## src/rtl/div_ctrl_if.sv

```systemverilog
// Handshake and data bundle between the EX-stage pipeline and the divide sequencer.
interface div_ctrl_if #(parameter int WIDTH = 32);
  logic             start;
  logic             signed_op;
  logic [WIDTH-1:0] a;
  logic [WIDTH-1:0] b;
  logic             flush;
  logic             ex_hold;
  logic             stall;
  logic             busy;
  logic             done;
  logic [WIDTH-1:0] quot;
  logic [WIDTH-1:0] rem;

  modport master (output start, signed_op, a, b, flush, ex_hold,
                  input  stall, busy, done, quot, rem);
  modport slave  (input  start, signed_op, a, b, flush, ex_hold,
                  output stall, busy, done, quot, rem);
endinterface

```

## src/rtl/div_ctrl.sv

```systemverilog
// Radix-2 restoring DIV/DIVU sequencer, one quotient bit per cycle.
// Optional DIV_ZERO_BYPASS_EN: a zero divisor skips the iterations and finishes next cycle.
module div_ctrl #(
  parameter int WIDTH = 32
) (
  input  logic      clk,
  input  logic      resetn,
  div_ctrl_if.slave bus
);
  localparam int CW = $clog2(WIDTH);

  typedef enum logic [1:0] {IDLE, CALC, FIXUP, DONE} state_t;

  state_t           state, state_nxt;
  logic [CW-1:0]    cnt;
  logic [WIDTH:0]   prem;
  logic [WIDTH-1:0] qreg, dvsr, quot_r, rem_r;
  logic             sign_q, sign_r;
  logic             accept;
  logic [WIDTH-1:0] a_abs, b_abs;
  logic [WIDTH+1:0] sh, diff;
  logic             trial_ok;

  assign accept = (state == IDLE) && bus.start && !bus.flush;
  assign a_abs  = (bus.signed_op && bus.a[WIDTH-1]) ? -bus.a : bus.a;
  assign b_abs  = (bus.signed_op && bus.b[WIDTH-1]) ? -bus.b : bus.b;

  // Shifted remainder carries one extra bit so the trial subtract's borrow lands in the MSB.
  assign sh       = {prem, qreg[WIDTH-1]};
  assign diff     = sh - {2'b00, dvsr};
  assign trial_ok = !diff[WIDTH+1];

  always_ff @(posedge clk) begin
    if (resetn) state <= IDLE;
    else        state <= state_nxt;
  end

  always_comb begin
    state_nxt = state;
    if (bus.flush) state_nxt = IDLE;
    else begin
      case (state)
        IDLE: if (bus.start) begin
`ifdef DIV_ZERO_BYPASS_EN
          state_nxt = (bus.b == '0) ? DONE : CALC;
`else
          state_nxt = CALC;
`endif
        end
        CALC:    if (cnt == '0) state_nxt = FIXUP;
        FIXUP:   state_nxt = DONE;
        DONE:    if (!bus.ex_hold) state_nxt = IDLE;
        default: state_nxt = IDLE;
      endcase
    end
  end

  always_ff @(posedge clk) begin
    if (resetn) begin
      cnt    <= '0;
      prem   <= '0;
      qreg   <= '0;
      dvsr   <= '0;
      sign_q <= 1'b0;
      sign_r <= 1'b0;
      quot_r <= '0;
      rem_r  <= '0;
    end else if (accept) begin
      dvsr   <= b_abs;
      sign_q <= bus.signed_op && (bus.a[WIDTH-1] ^ bus.b[WIDTH-1]);
      sign_r <= bus.signed_op && bus.a[WIDTH-1];
      prem   <= '0;
      qreg   <= a_abs;
      cnt    <= CW'(WIDTH-1);
`ifdef DIV_ZERO_BYPASS_EN
      if (bus.b == '0) begin
        quot_r <= '1;
        rem_r  <= bus.a;
      end
`endif
    end else if (state == CALC) begin
      prem <= trial_ok ? diff[WIDTH:0] : sh[WIDTH:0];
      qreg <= {qreg[WIDTH-2:0], trial_ok};
      cnt  <= cnt - 1'b1;
    end else if (state == FIXUP && !bus.flush) begin
      // A flush landing on FIXUP must leave the previous results untouched.
      quot_r <= sign_q ? -qreg : qreg;
      rem_r  <= sign_r ? -prem[WIDTH-1:0] : prem[WIDTH-1:0];
    end
  end

  assign bus.stall = bus.start && (state != DONE) && !bus.flush && !resetn;
  assign bus.busy  = (state != IDLE);
  assign bus.done  = (state == DONE);
  assign bus.quot  = quot_r;
  assign bus.rem   = rem_r;
endmodule

```

## src/flat_wrapper.sv

```systemverilog
// flat-port wrapper written by rule: the top's interface ports become plain ports
module div_ctrl_flat 
#(
  parameter int WIDTH = 32
)
  (clk, resetn, bus_start, bus_signed_op, bus_a, bus_b, bus_flush, bus_ex_hold, bus_stall, bus_busy, bus_done, bus_quot, bus_rem);
  div_ctrl_if #(.WIDTH(WIDTH)) bus_i ();
  input  logic clk;
  input  logic resetn;
  input wire logic [$bits(bus_i.start)-1:0] bus_start;
  input wire logic [$bits(bus_i.signed_op)-1:0] bus_signed_op;
  input wire logic [$bits(bus_i.a)-1:0] bus_a;
  input wire logic [$bits(bus_i.b)-1:0] bus_b;
  input wire logic [$bits(bus_i.flush)-1:0] bus_flush;
  input wire logic [$bits(bus_i.ex_hold)-1:0] bus_ex_hold;
  output wire logic [$bits(bus_i.stall)-1:0] bus_stall;
  output wire logic [$bits(bus_i.busy)-1:0] bus_busy;
  output wire logic [$bits(bus_i.done)-1:0] bus_done;
  output wire logic [$bits(bus_i.quot)-1:0] bus_quot;
  output wire logic [$bits(bus_i.rem)-1:0] bus_rem;
  assign bus_i.start = bus_start;
  assign bus_i.signed_op = bus_signed_op;
  assign bus_i.a = bus_a;
  assign bus_i.b = bus_b;
  assign bus_i.flush = bus_flush;
  assign bus_i.ex_hold = bus_ex_hold;
  assign bus_stall = bus_i.stall;
  assign bus_busy = bus_i.busy;
  assign bus_done = bus_i.done;
  assign bus_quot = bus_i.quot;
  assign bus_rem = bus_i.rem;
  div_ctrl #(.WIDTH(WIDTH)) u_core (.clk(clk), .resetn(resetn), .bus(bus_i));
endmodule
```

## config.mk

```make
export PLATFORM = sky130hd
export DESIGN_NAME = div_ctrl_flat
export DESIGN_NICKNAME = d
export VERILOG_FILES = /design/src/rtl/div_ctrl_if.sv /design/src/rtl/div_ctrl.sv /design/src/flat_wrapper.sv
export SDC_FILE = /design/constraint.sdc
export NUM_CORES = 1
export LEC_CHECK = 0
export CORE_MARGIN = 2
export CORE_UTILIZATION = 60
export CTS_CLUSTER_SIZE = 30
export DETAILED_ROUTE_END_ITERATION = 8
export GPL_TIMING_DRIVEN = 0
export PLACE_DENSITY = 0.95
export SYNTH_ARGS = -nofsm -noshare
export SYNTH_HDL_FRONTEND = slang
export SYNTH_SLANG_ARGS = --single-unit
```

## constraint.sdc

```tcl
create_clock -name clk -period 7 [get_ports clk]
set_input_delay 0.7 -clock clk [delete_from_list [all_inputs] [get_ports clk]]
set_output_delay 0.7 -clock clk [all_outputs]
set_load 0.005 [all_outputs]
```

# Word level (Yosys, flattened, before mapping)
# Cells that the tools add are included.
[classes]
n_addsub = 6
muxes = 13
n_bitwise = 3
eq_ne = 7
n_reduce_logical = 20
[op_table]
columns = ["operator", "n"]
rows = [
  ["$mux W32", 6],
  ["$neg A32 Y32", 4],
  ["$sub A34 B32 Y34", 1],
  ["$mux W33", 1],
  ["$mux W5", 2],
  ["$logic_and A1 B1 Y1", 9],
  ["$pmux W2 S4", 1],
  ["$mux W2", 3],
  ["$ne A2 B2 Y1 const B", 3],
  ["$reduce_and A3 Y1", 2],
  ["$logic_not A5 Y1", 1],
  ["$sub A5 B1 Y5 const B", 1],
  ["$eq A2 B2 Y1 const B", 2],
  ["$reduce_bool A2 Y1", 2],
  ["$reduce_or A2 Y1", 2],
  ["$logic_not A1 Y1", 3],
  ["$eq A2 B1 Y1 const B", 1],
  ["$logic_not A2 Y1", 1],
  ["$ne A2 B1 Y1 const B", 1],
  ["$not A1 Y1", 2],
  ["$xor A1 B1 Y1", 1],
]
[word_totals]
inputBits = 70
elab_cells = 58
output_inout_bits = 67
reg_bits = 170

# Depth between registers and ports, before layout
# Gate-level depths: netlist of the first run.
[depth]
ltp_word = 5
mapped_depth = 12
mapped_depth_nobuf = 12

# Worst setup path after synthesis of the first run
# No wires, ideal clock.
[synth_timing]
path_type = "reg2reg"
startpoint = "register u_core.prem[10]"
endpoint = "register u_core.rem_r[29] (netlist: u_core.bus.rem[29])"
path_buffers = 0
setup_slack_ps = 3553
synth_period_minus_slack_ps = 3447
setup_time_ps = 86
required_time_ps = 6914
path_stages_with_launch = 10
arrival_time_ps = 3362
cell_sequence = "dfxtp_1 or4_4 or4_4 or2_4 or4_1 or4_4 or4_4 o41ai_2 xor2_1 a211oi_1"
[synth_via]
elab_chain_cells = 2
[synth_rtl]
columns = ["element", "line", "source"]
rows = [
  ["start, declared", "div_ctrl.sv:16", "logic [WIDTH:0] prem;"],
  ["start signal, assigned", "div_ctrl.sv:82", "prem <= trial_ok ? diff[WIDTH:0] : sh[WIDTH:0];"],
  ["$neg A32 Y32", "div_ctrl.sv:88", "rem_r <= sign_r ? -prem[WIDTH-1:0] : prem[WIDTH-1:0];"],
  ["$mux W32", "div_ctrl.sv:88", ""],
  ["end signal, assigned", "div_ctrl.sv:88", ""],
  ["end, declared", "div_ctrl.sv:17", "logic [WIDTH-1:0] qreg, dvsr, quot_r, rem_r;"],
]
# No other way between the ends.
# A chain may end at the register's enable or synchronous reset.

# Final worst setup path of the first run
[layout_timing]
startpoint = "register u_core.prem[5]"
endpoint = "register u_core.prem[31]"
[layout_via]
elab_chain_cells = 2
[layout_rtl]
columns = ["element", "line", "source"]
rows = [
  ["$sub A34 B32 Y34", "div_ctrl.sv:30", "assign diff = sh - {2'b00, dvsr};"],
  ["$mux W33", "div_ctrl.sv:82", ""],
]
# No other way between the ends.

==> results of run 1 <==
[cells in the final DEF, fill, tap and decap left out, drive strengths merged, types with 8 or more instances in the layout]
master	count
a21oi	89
inv	66
nor3	20
a21o	15
clkdlybuf4s50	135
a211oi	99
or2	9
nor2	154
o41ai	13
a31oi	10
nor4	10
xnor2	59
ha	43
clkbuf	81
o22ai	33
buf	12
or3	8
dfxtp	170
nand2	73
nand2b	9
or4	20
o21ai	71
mux2i	65
nand3	20
o31ai	26
xor2	91
[per-layer routing]
layer | GRT usage [%] | up-vias | part of all wire (%)
li1 | - | 5096 | -
met1 | 42.9 | 5022 | 39
met2 | 56.1 | 711 | 46
met3 | 6.59 | 135 | 11
met4 | 14.9 | 0 | 4.2
met5 | 0 | - | 0
[worst max-delay path: cells and delay by family, from the launching register on]
family	cells	cell delay (ns)
muxes	1	0.19
DFF	1	0.39
buffers and inverters	1	0.67
adders and majority gates	1	0.38
xor gates and xnor gates	1	0.87
and+or+nand+nor	3	0.58
AOI/OAI and AO/OA	4	1.42
[cell type report]
class                   count  share of cell area (%)
plain buffers              76                    2.21
clock buffers              17                    3.28
clock inverters            14                    1.61
inverters                  61                    1.77
multi-input cells        1010                    52.2
flip-flops and latches    170                    26.3
well taps                 225                    2.17
repair buffers            135                    10.4
[worst min-delay path by stage]
| stage | startpoint | to | slack (ns) | depth (start not counted) |
|---|---|---|---|---|
| floorplan | u_core.dvsr[0] | u_core.dvsr[0] | 0.43 | 2 |
| global placement | u_core.dvsr[0] | u_core.dvsr[0] | 0.45 | 2 |
| detailed placement | u_core.bus.rem[16] | u_core.bus.rem[16] | 0.45 | 2 |
| CTS | u_core.bus.rem[26] | u_core.bus.rem[26] | 0.46 | 2 |
| global route | u_core.bus.rem[28] | u_core.bus.rem[28] | 0.50 | 2 |
| finish | u_core.bus.rem[28] | u_core.bus.rem[28] | 0.46 | 2 |
[where the power goes]
group          total, uW  leakage (uW)  switching (uW)  internal (uW)
Clock               1040      0.000307             432            604
Sequential          1080       0.00138            68.2           1020
Combinational        990       0.00299             569            421
[cell families (layout without fill, tap and decap cells)]
group                    count (synthesis)  in the layout  share of synthesized area, %
buffers and inverters                  137            303                          4.82
XOR/XNOR                               150            150                          12.3
flip-flops                             170            170                          31.8
AND/OR/NAND/NOR                        355            355                          15.5
AO/OA/AOI/OAI                          396            396                          24.2
adder cells (fa/ha/maj)                 44             44                          5.22
multiplexers                            65             65                          6.09
[registers in the layout, summed over array words and instances, names as in the netlist]
| name | cells |
|---|---|
| u_core.bus.quot | 32 |
| u_core.sign_r | 1 |
| u_core.bus.rem | 32 |
| u_core.qreg | 32 |
| u_core.dvsr | 32 |
| u_core.cnt | 5 |
| u_core.sign_q | 1 |
| u_core.state | 2 |
| u_core.prem | 33 |
[per-stage QoR]
step,util (%),total power [uW],instances,instance area [um^2],hold WS (ns)
final,74.6,3110,1708,13000,0.464
after detailed placement,71.0,2040,1677,12300,0.452
after global routing,74.6,3210,1708,13000,0.500
after global placement,71.0,2010,1677,12300,0.448
after CTS,74.6,3070,1708,13000,0.464
after floorplan,-,1790,1317,10700,0.432
==> results.md, run 1 <==
Status:
- The run finished, with violations left.
- The final reports fail on design-rule violations.

Clocking:
- Once the clock tree was built, the setup fixing pass inserted 0 buffers.
- TritonCTS built the clock tree.
- In this run, post-CTS repair resized a total of 0 instances.
- The clock transition time at the flip-flop clock pins of the worst setup and hold paths is 0.07 ns.
- The number of buffers inserted during clock tree synthesis is 17.
- In this run the clock root is driven by a sky130_fd_sc_hd__clkbuf_16.
- The count of hold buffers inserted by post-cts repair is 0.
- The worst-skew pair later-pin latency is roughly 0.45 ns.
- Clock tree synthesis found a total of 170 sinks.
- The number of buffers on the longest clock path is 2.
- The H-tree was split into 4 levels.

Setup path:
- The reg-to-reg startpoint is u_core.prem[5].
- The type of origin of the critical path is a register.
- The kind of critical path is reg -> reg.
- The endpoint kind of the worst setup timing path is a register.
- Tracing the worst setup path back leads to its startpoint at u_core.prem[5].
- The end point of the critical path is u_core.prem[31].
- The worst register-to-register path has a depth of 11.
- On the critical path, the stage with the largest delay is an instance of sky130_fd_sc_hd__xnor2_1.
- The critical path goes through ha_1, and2_1, nand2_1, a211oi_1, o2111ai_1, nand2b_1, a21oi_1, xnor2_1, clkbuf_1, mux2i_1, a211oi_1.
- The worst register-to-register path has a setup slack of 2.40 ns.
- In this run the critical register-to-register path is captured at u_core.prem[31].
- The dominant cell type by count on the critical path is sky130_fd_sc_hd__a211oi_1.
- The delay contributed by the slowest stage of the critical path is just under 0.9 ns.
- The critical path data required time is between 7 and 8 ns.
- The highest net fanout along the worst path is 10.
- The endpoint arrival time on the critical path is between 4 and 5 ns.

Synthesis:
- Of all flip-flops after synthesis, the portion carrying an async set or reset was 0%.
- Each instance of the synthesized netlist takes up on average 8.11 um^2.
- The most numerous cell in the Yosys netlist is sky130_fd_sc_hd__dfxtp_1.
- The netlist area before placement is 10,700 um^2.
- Summing the sequential cell areas from Yosys gives approximately a third of the chip area.
- The top flip-flop cell by instance count after synthesis is sky130_fd_sc_hd__dfxtp_1.
- In this run, distinct cell masters in the synthesized netlist total 61.
- After synthesis, the cell types taking the most area are sky130_fd_sc_hd__dfxtp_1, sky130_fd_sc_hd__xor2_1, sky130_fd_sc_hd__a211oi_1.
- In the synthesized netlist, the cells that appear most often are sky130_fd_sc_hd__dfxtp_1, sky130_fd_sc_hd__nor2_1, sky130_fd_sc_hd__a211oi_1, sky130_fd_sc_hd__xor2_1, sky130_fd_sc_hd__a21oi_1.
- During synthesis, Yosys emitted a total of 0 warnings.
- Counting flops and latches in the post-synthesis netlist gives between 150 and 200.
- Synthesis produced a netlist whose cell count is approximately 1,300.
- The synthesized design contains 0 enable-type register cells.
- When the netlist entered floorplanning its net count stood at 1,431.
- The top cell type's share of synthesized area is 31.8%.
- The biggest area contributor in the post-synthesis netlist is sky130_fd_sc_hd__dfxtp_1.

STA:
- The final number of hold-violating endpoints came to 0.
- Adding up every negative setup slack in the final design gives 0 ns.
- The headroom to the max-slew limit is between 20 and 30%.
- The worst path meets setup with roughly 2.4 ns of slack.
- The final critical delay including setup and external delays is between 4 and 5 ns.
- The count of endpoints failing setup in the final report is 0.
- The final critical path takes up 65.7% of the cycle.
- The max-slew violation count is 0.
- The final clock skew is 0.0104 ns.
- The achievable frequency is 217 MHz.
- The actual slew at the worst max-slew pin is roughly 1.1 ns.
- Setup repair after global routing left no endpoint under its margin.

GRT:
- The total global-route track usage is about 34%.
- The total overflow left after global routing is 0.
- The first-pass GRT wire length is around 51 mm.
- The initial antenna violation count is 0.
- The number of global-route vias before repair came to 10,303.
- The maximum number of pins on one net before global-route repair is 17.

Floorplan:
- In this run the vertical extent of the chip is approximately 140 um.
- The floorplan core area is between 15,000 and 20,000 um^2.
- Pin placement for this block handled 137 I/O pins.
- Measured along the x axis, the die boundary spans ~140 um.
- The die covers 18,900 um^2.
- The initialized floorplan defines 48 standard-cell rows.
- For this configuration, the core starts out at a cell density of between 60% and 70%.

Placement:
- Input and output buffers added on the ports amount to roughly 140.
- Timing analysis after detailed placement gives a worst setup slack of about 2.6 ns.
- The HPWL reported at the end of detailed placement is between 20 and 25 mm.
- Routability-driven placement finished with a final weighted congestion of between 0.9 and 1.

Routing:
- Dividing the detail-routed via count by the number of cells gives 6.42.
- The DRC violations left is 2.
- Detailed routing inserted a total of roughly 11,000 vias.
- The count of nets left with antenna violations after detail routing is 0.
- The first-iteration detailed-routing DRC count is about 1,100.
- For this block, the routed nets add up to between 30 and 40 mm of wire.
- The first detailed-routing pass ran for 9 iterations.
- The routed length per placed instance is roughly 19 um.

Cells and area:
- The count of inserted antenna diode cells is 0.
- The multi-input combinational cell area is 6770 um^2.
- The ratio of cells with drive above 1 in the final layout is under 10%.
- The total of fill cells in the finished design is approximately 1,200.
- The area overhead of the layout relative to synthesis is 21.2%.
- The layout net count is around 1,600.
- Across the whole layout, storage elements account for about 3400 um^2.

Power and ir drop:
- Summed over all cells, the static leakage comes to roughly 0.0047 uW.
- The power density over cell area is approximately 240 nW/um^2.
- Across the VDD grid, the largest voltage drop is around 240 uV.

Job:
- The max-capacitance violation count is 0.

Min path:
- The min-delay analysis places its worst path in the category reg -> reg.
(Power assumes the default switching activity.)
==> run 2, diff against run 1 <==
CORE_UTILIZATION = 57   (was 60)
PLACE_DENSITY = 0.92   (was 0.95)
clock period = 4.3 ns   (was 7 ns; I/O delays follow)
==> run 2 against run 1 <==
Compared with the run above: the flow now finishes without violations; hold slack better by 0.0091 ns; global-route usage is 2.4 points lower; critical path depth is 1 higher; design area is 0.34% lower; cell count is 0.59% higher; flip-flop and latch count stayed put; setup slack worse by 2.2 ns; routed wire length is 1.8% lower; utilization is 5.2 points lower; combinational power is 61% higher; largest cell class unchanged; largest power group unchanged; highest routed layer unchanged.
==> results.md, run 2 (same netlist as run 1, synthesis figures left out) <==
Routing:
- The number of vias per cell after detailed routing is 6.28 (-2.1%).
- The DRC violations left was 0 (-2).
- The count of nets left with antenna violations after detail routing is 0 (unchanged).
- The first-iteration detailed-routing DRC count came to 932 (-17%).
- The first-pass iteration count of the detailed router came to 6 (-3).
- The routed via count is 10,796 (-1.5%).
- The routed length per placed instance came to 18.5 um (-2.3%).
- The routed wire length is 31.7 mm (-1.8%).

STA:
- The headroom to the max-slew limit was 49.4% (+22 points).
- The final number of hold-violating endpoints is 0 (unchanged).
- The actual slew at the worst max-slew pin was 0.758 ns (-0.324 ns).
- The count of endpoints failing setup in the final report is 0 (unchanged).
- The minimum hold slack came to 0.473 ns (+0.00905 ns).
- The achievable frequency came to 243 MHz (+12%).
- The max-slew violation count came to 0 (unchanged).
- The final critical delay including setup and external delays came to 4.11 ns (-0.493 ns).
- The final critical-path share of the clock period came to 95.5% (+30 points).
- The post-route setup TNS came to 0 ns (unchanged).
- Setup repair after global routing left no endpoint under its margin.
- The final clock skew is 0.0106 ns (+0.000196 ns).

Floorplan:
- The horizontal extent of the die was 141 um (+2.5%).
- The chip height is 141 um (+2.5%).
- The overall die area came to 19,900 um^2 (+5.1%).
- The placement row count was 50 (+4.2%).
- The count of pins on the block boundary was 137 (unchanged).
- The floorplan core area is 18,600 um^2 (+7.1%).
- The effective utilization at floorplan is 57.5% (-4.1 points).

Cells and area:
- The layout net count came to 1,585 (unchanged).
- The count of inserted antenna diode cells was 0 (unchanged).
- The flip-flop count of the largest register after layout is 33 (unchanged).
- The ratio of cells with drive above 1 in the final layout is 3.30% (+0.27 points).
- Leaving out fill and tap cells, the most frequent cell in the layout is sky130_fd_sc_hd__dfxtp_1.
- The number of cells in the finished layout apart from fillers is 1,718 (+0.59%).
- The register with the most flip-flops in the final layout is u_core.prem.
- The area overhead of the layout relative to synthesis is 20.8%.
- The total non-filler cell area in the finished layout was 12,900 um^2 (-0.34%).
- The library cells used most frequently in the layout, excluding fill and tap cells, are sky130_fd_sc_hd__dfxtp_1, sky130_fd_sc_hd__nor2_1, sky130_fd_sc_hd__clkdlybuf4s50_1, sky130_fd_sc_hd__a211oi_1, sky130_fd_sc_hd__xor2_1.

Clocking:
- The count of hold buffers inserted by post-cts repair is 0 (unchanged).
- The depth of the CTS H-tree is 4 (unchanged).
- The tree is rooted in a sky130_fd_sc_hd__clkbuf_16.
- The number of clock sinks is 170 (unchanged).
- The CTS tree is built.
- The number of buffers on the longest clock path is 2 (unchanged).
- The number of buffers inserted during clock tree synthesis is 17 (unchanged).
- The clock transition time at the flip-flop clock pins of the worst setup and hold paths is 0.07 ns (about the same).
- The worst-skew pair later-pin latency was 0.45 ns (about the same).

Setup path:
- The critical path's slowest cell is sky130_fd_sc_hd__a211oi_1.
- The endpoint kind of the worst setup timing path is a register.
- The critical path data required time is 4.60 ns (-2.74 ns).
- The signal on the critical path passes through inv_1, ha_1, nor2b_1, o31ai_1, a211oi_1, o2111ai_1, nand2b_1, a21oi_1, xnor2_2, clkbuf_1, mux2i_1, a21oi_1.
- The cell family with the largest share of critical-path delay is compound AO/OA/AOI/OAI gates.
- The dominant cell type by count on the critical path is sky130_fd_sc_hd__a21oi_1.
- The highest net fanout along the worst path is 10 (unchanged).
- The reg-to-reg startpoint is u_core.qreg[31].
- The number of buffer and inverter instances along the worst setup path was 2 (+1).
- The number of cells traversed by the worst register-to-register path was 12 (+1).
- The worst setup path is of the reg -> reg kind.
- The delay contributed by the slowest stage of the critical path is 0.61 ns (-0.26 ns).
- The endpoint arrival time on the critical path is 4.41 ns (-0.53 ns).
- The worst setup path is launched from a register.
- The register-to-register setup slack is 0.19 ns (-2.21 ns).
- The destination of the worst register-to-register timing path is u_core.prem[18].

Power and ir drop:
- The total power consumption of the routed design is 4860 uW (+56%).
- The peak ir drop on the vdd network is 336 uV (+39%).
- The power density over cell area is 377 nW/um^2 (+57%).
- The leakage dissipation is 0.00467 uW (-0.37%).

Placement:
- The number of buffers inserted by port buffering is 135 (unchanged).
- The HPWL reported at the end of detailed placement is 24.0 mm (about the same).
- The total cell area at the placement stage is 12,300 um^2 (about the same).
- The cell count after placement came to 1,686 (+0.54%).
- The final RePlAce weighted congestion is 0.955 (+0.48%).

GRT:
- The first-pass GRT wire length is 50.7 mm (+0.25%).
- The initial antenna violation count is 0 (unchanged).
- The number of global-route vias before repair is 10,161 (-1.4%).
- The total global-route track usage is 31.5% (-2.4 points).
- The maximum number of pins on one net before global-route repair is 19 (+2).
- The overflow left after global routing is 0 (unchanged).

Min path:
- The tightest min-delay check is of the reg -> reg type.
- The hold path endpoint is u_core.bus.rem[22].
- The number of cells on the worst hold path is 2 (unchanged).
- In this run the most critical hold path is launched from u_core.bus.rem[22].

Job:
- The max-capacitance violation count is 0 (unchanged).

Status:
- The flow ran to the end, and the final reports show no timing, DRC or antenna violations.
run 2: cell count changes in the layout (fill, tap and decap cells not counted), moves of 2 or more:
cell                        delta
sky130_fd_sc_hd__bufinv_16     -4
sky130_fd_sc_hd__clkbuf_1      -2
sky130_fd_sc_hd__clkbuf_2      +2
sky130_fd_sc_hd__inv_8         +5
run 2: how the worst max path moves through the flow:
stage | startpoint | end | slack [ns] | depth (start not counted)
4_1_cts | u_core.dvsr[1] | u_core.prem[23] | 0.21 | 12
5_1_grt | u_core.dvsr[7] | u_core.prem[18] | 0.12 | 12
3_3_place_gp | u_core.prem[5] | u_core.prem[27] | 0.07 | 11
3_5_place_dp | u_core.dvsr[1] | u_core.prem[23] | -0.09 | 12
2_1_floorplan | u_core.prem[10] | u_core.bus.rem[29] | 0.85 | 9
6_report | u_core.qreg[31] | u_core.prem[18] | 0.19 | 12
run 2: layer usage:
layer | vias up | part of all wire [%] | track usage (%)
met3 | 115 | 8.4 | 5.81
met1 | 4994 | 42 | 40.4
li1 | 5088 | - | -
met5 | - | 0 | 0
met2 | 599 | 46 | 51.6
met4 | 0 | 3.8 | 14.8
run 2: layout make-up:
cell class	count	area (um^2)
fill	1388	5670
buffer	76	289
tap	234	293
inverter	61	229
clock buffer	17	425
sequential	170	3400
multi-input combinational	1010	6780
clock inverter	15	144
timing repair buffer	135	1350
run 2: stage by stage:
stage	setup WS (ns)	utilization, %
CTS	0.209	69.5
global route	0.120	69.5
global placement	0.0650	66.4
detailed placement	-0.0918	66.4
finish	0.192	69.5
floorplan	0.853	-
run 2: power by group:
| group | total [uW] | internal [uW] | switching (uW) |
|---|---|---|---|
| clock | 1510 | 771 | 734 |
| sequential | 1760 | 1650 | 110 |
| combinational | 1590 | 687 | 905 |
| total | 4860 | 3110 | 1750 |
run 2: what timing repair did:
item                                    in CTS  in global routing
endpoints found under the setup margin       6                  2
resized for setup                            1                  4
cloned                                       0                  0
setup buffers                                0                  0
run 2: worst register-to-register path, cell delays in order (launching register included):
cell and delay (ns):
sky130_fd_sc_hd__dfxtp_1 0.34, sky130_fd_sc_hd__inv_1 0.14, sky130_fd_sc_hd__ha_1 0.25, sky130_fd_sc_hd__nor2b_1 0.18, sky130_fd_sc_hd__o31ai_1 0.15, sky130_fd_sc_hd__a211oi_1 0.61, sky130_fd_sc_hd__o2111ai_1 0.33, sky130_fd_sc_hd__nand2b_1 0.29
sky130_fd_sc_hd__a21oi_1 0.18, sky130_fd_sc_hd__xnor2_2 0.54, sky130_fd_sc_hd__clkbuf_1 0.57, sky130_fd_sc_hd__mux2i_1 0.28, sky130_fd_sc_hd__a21oi_1 0.10
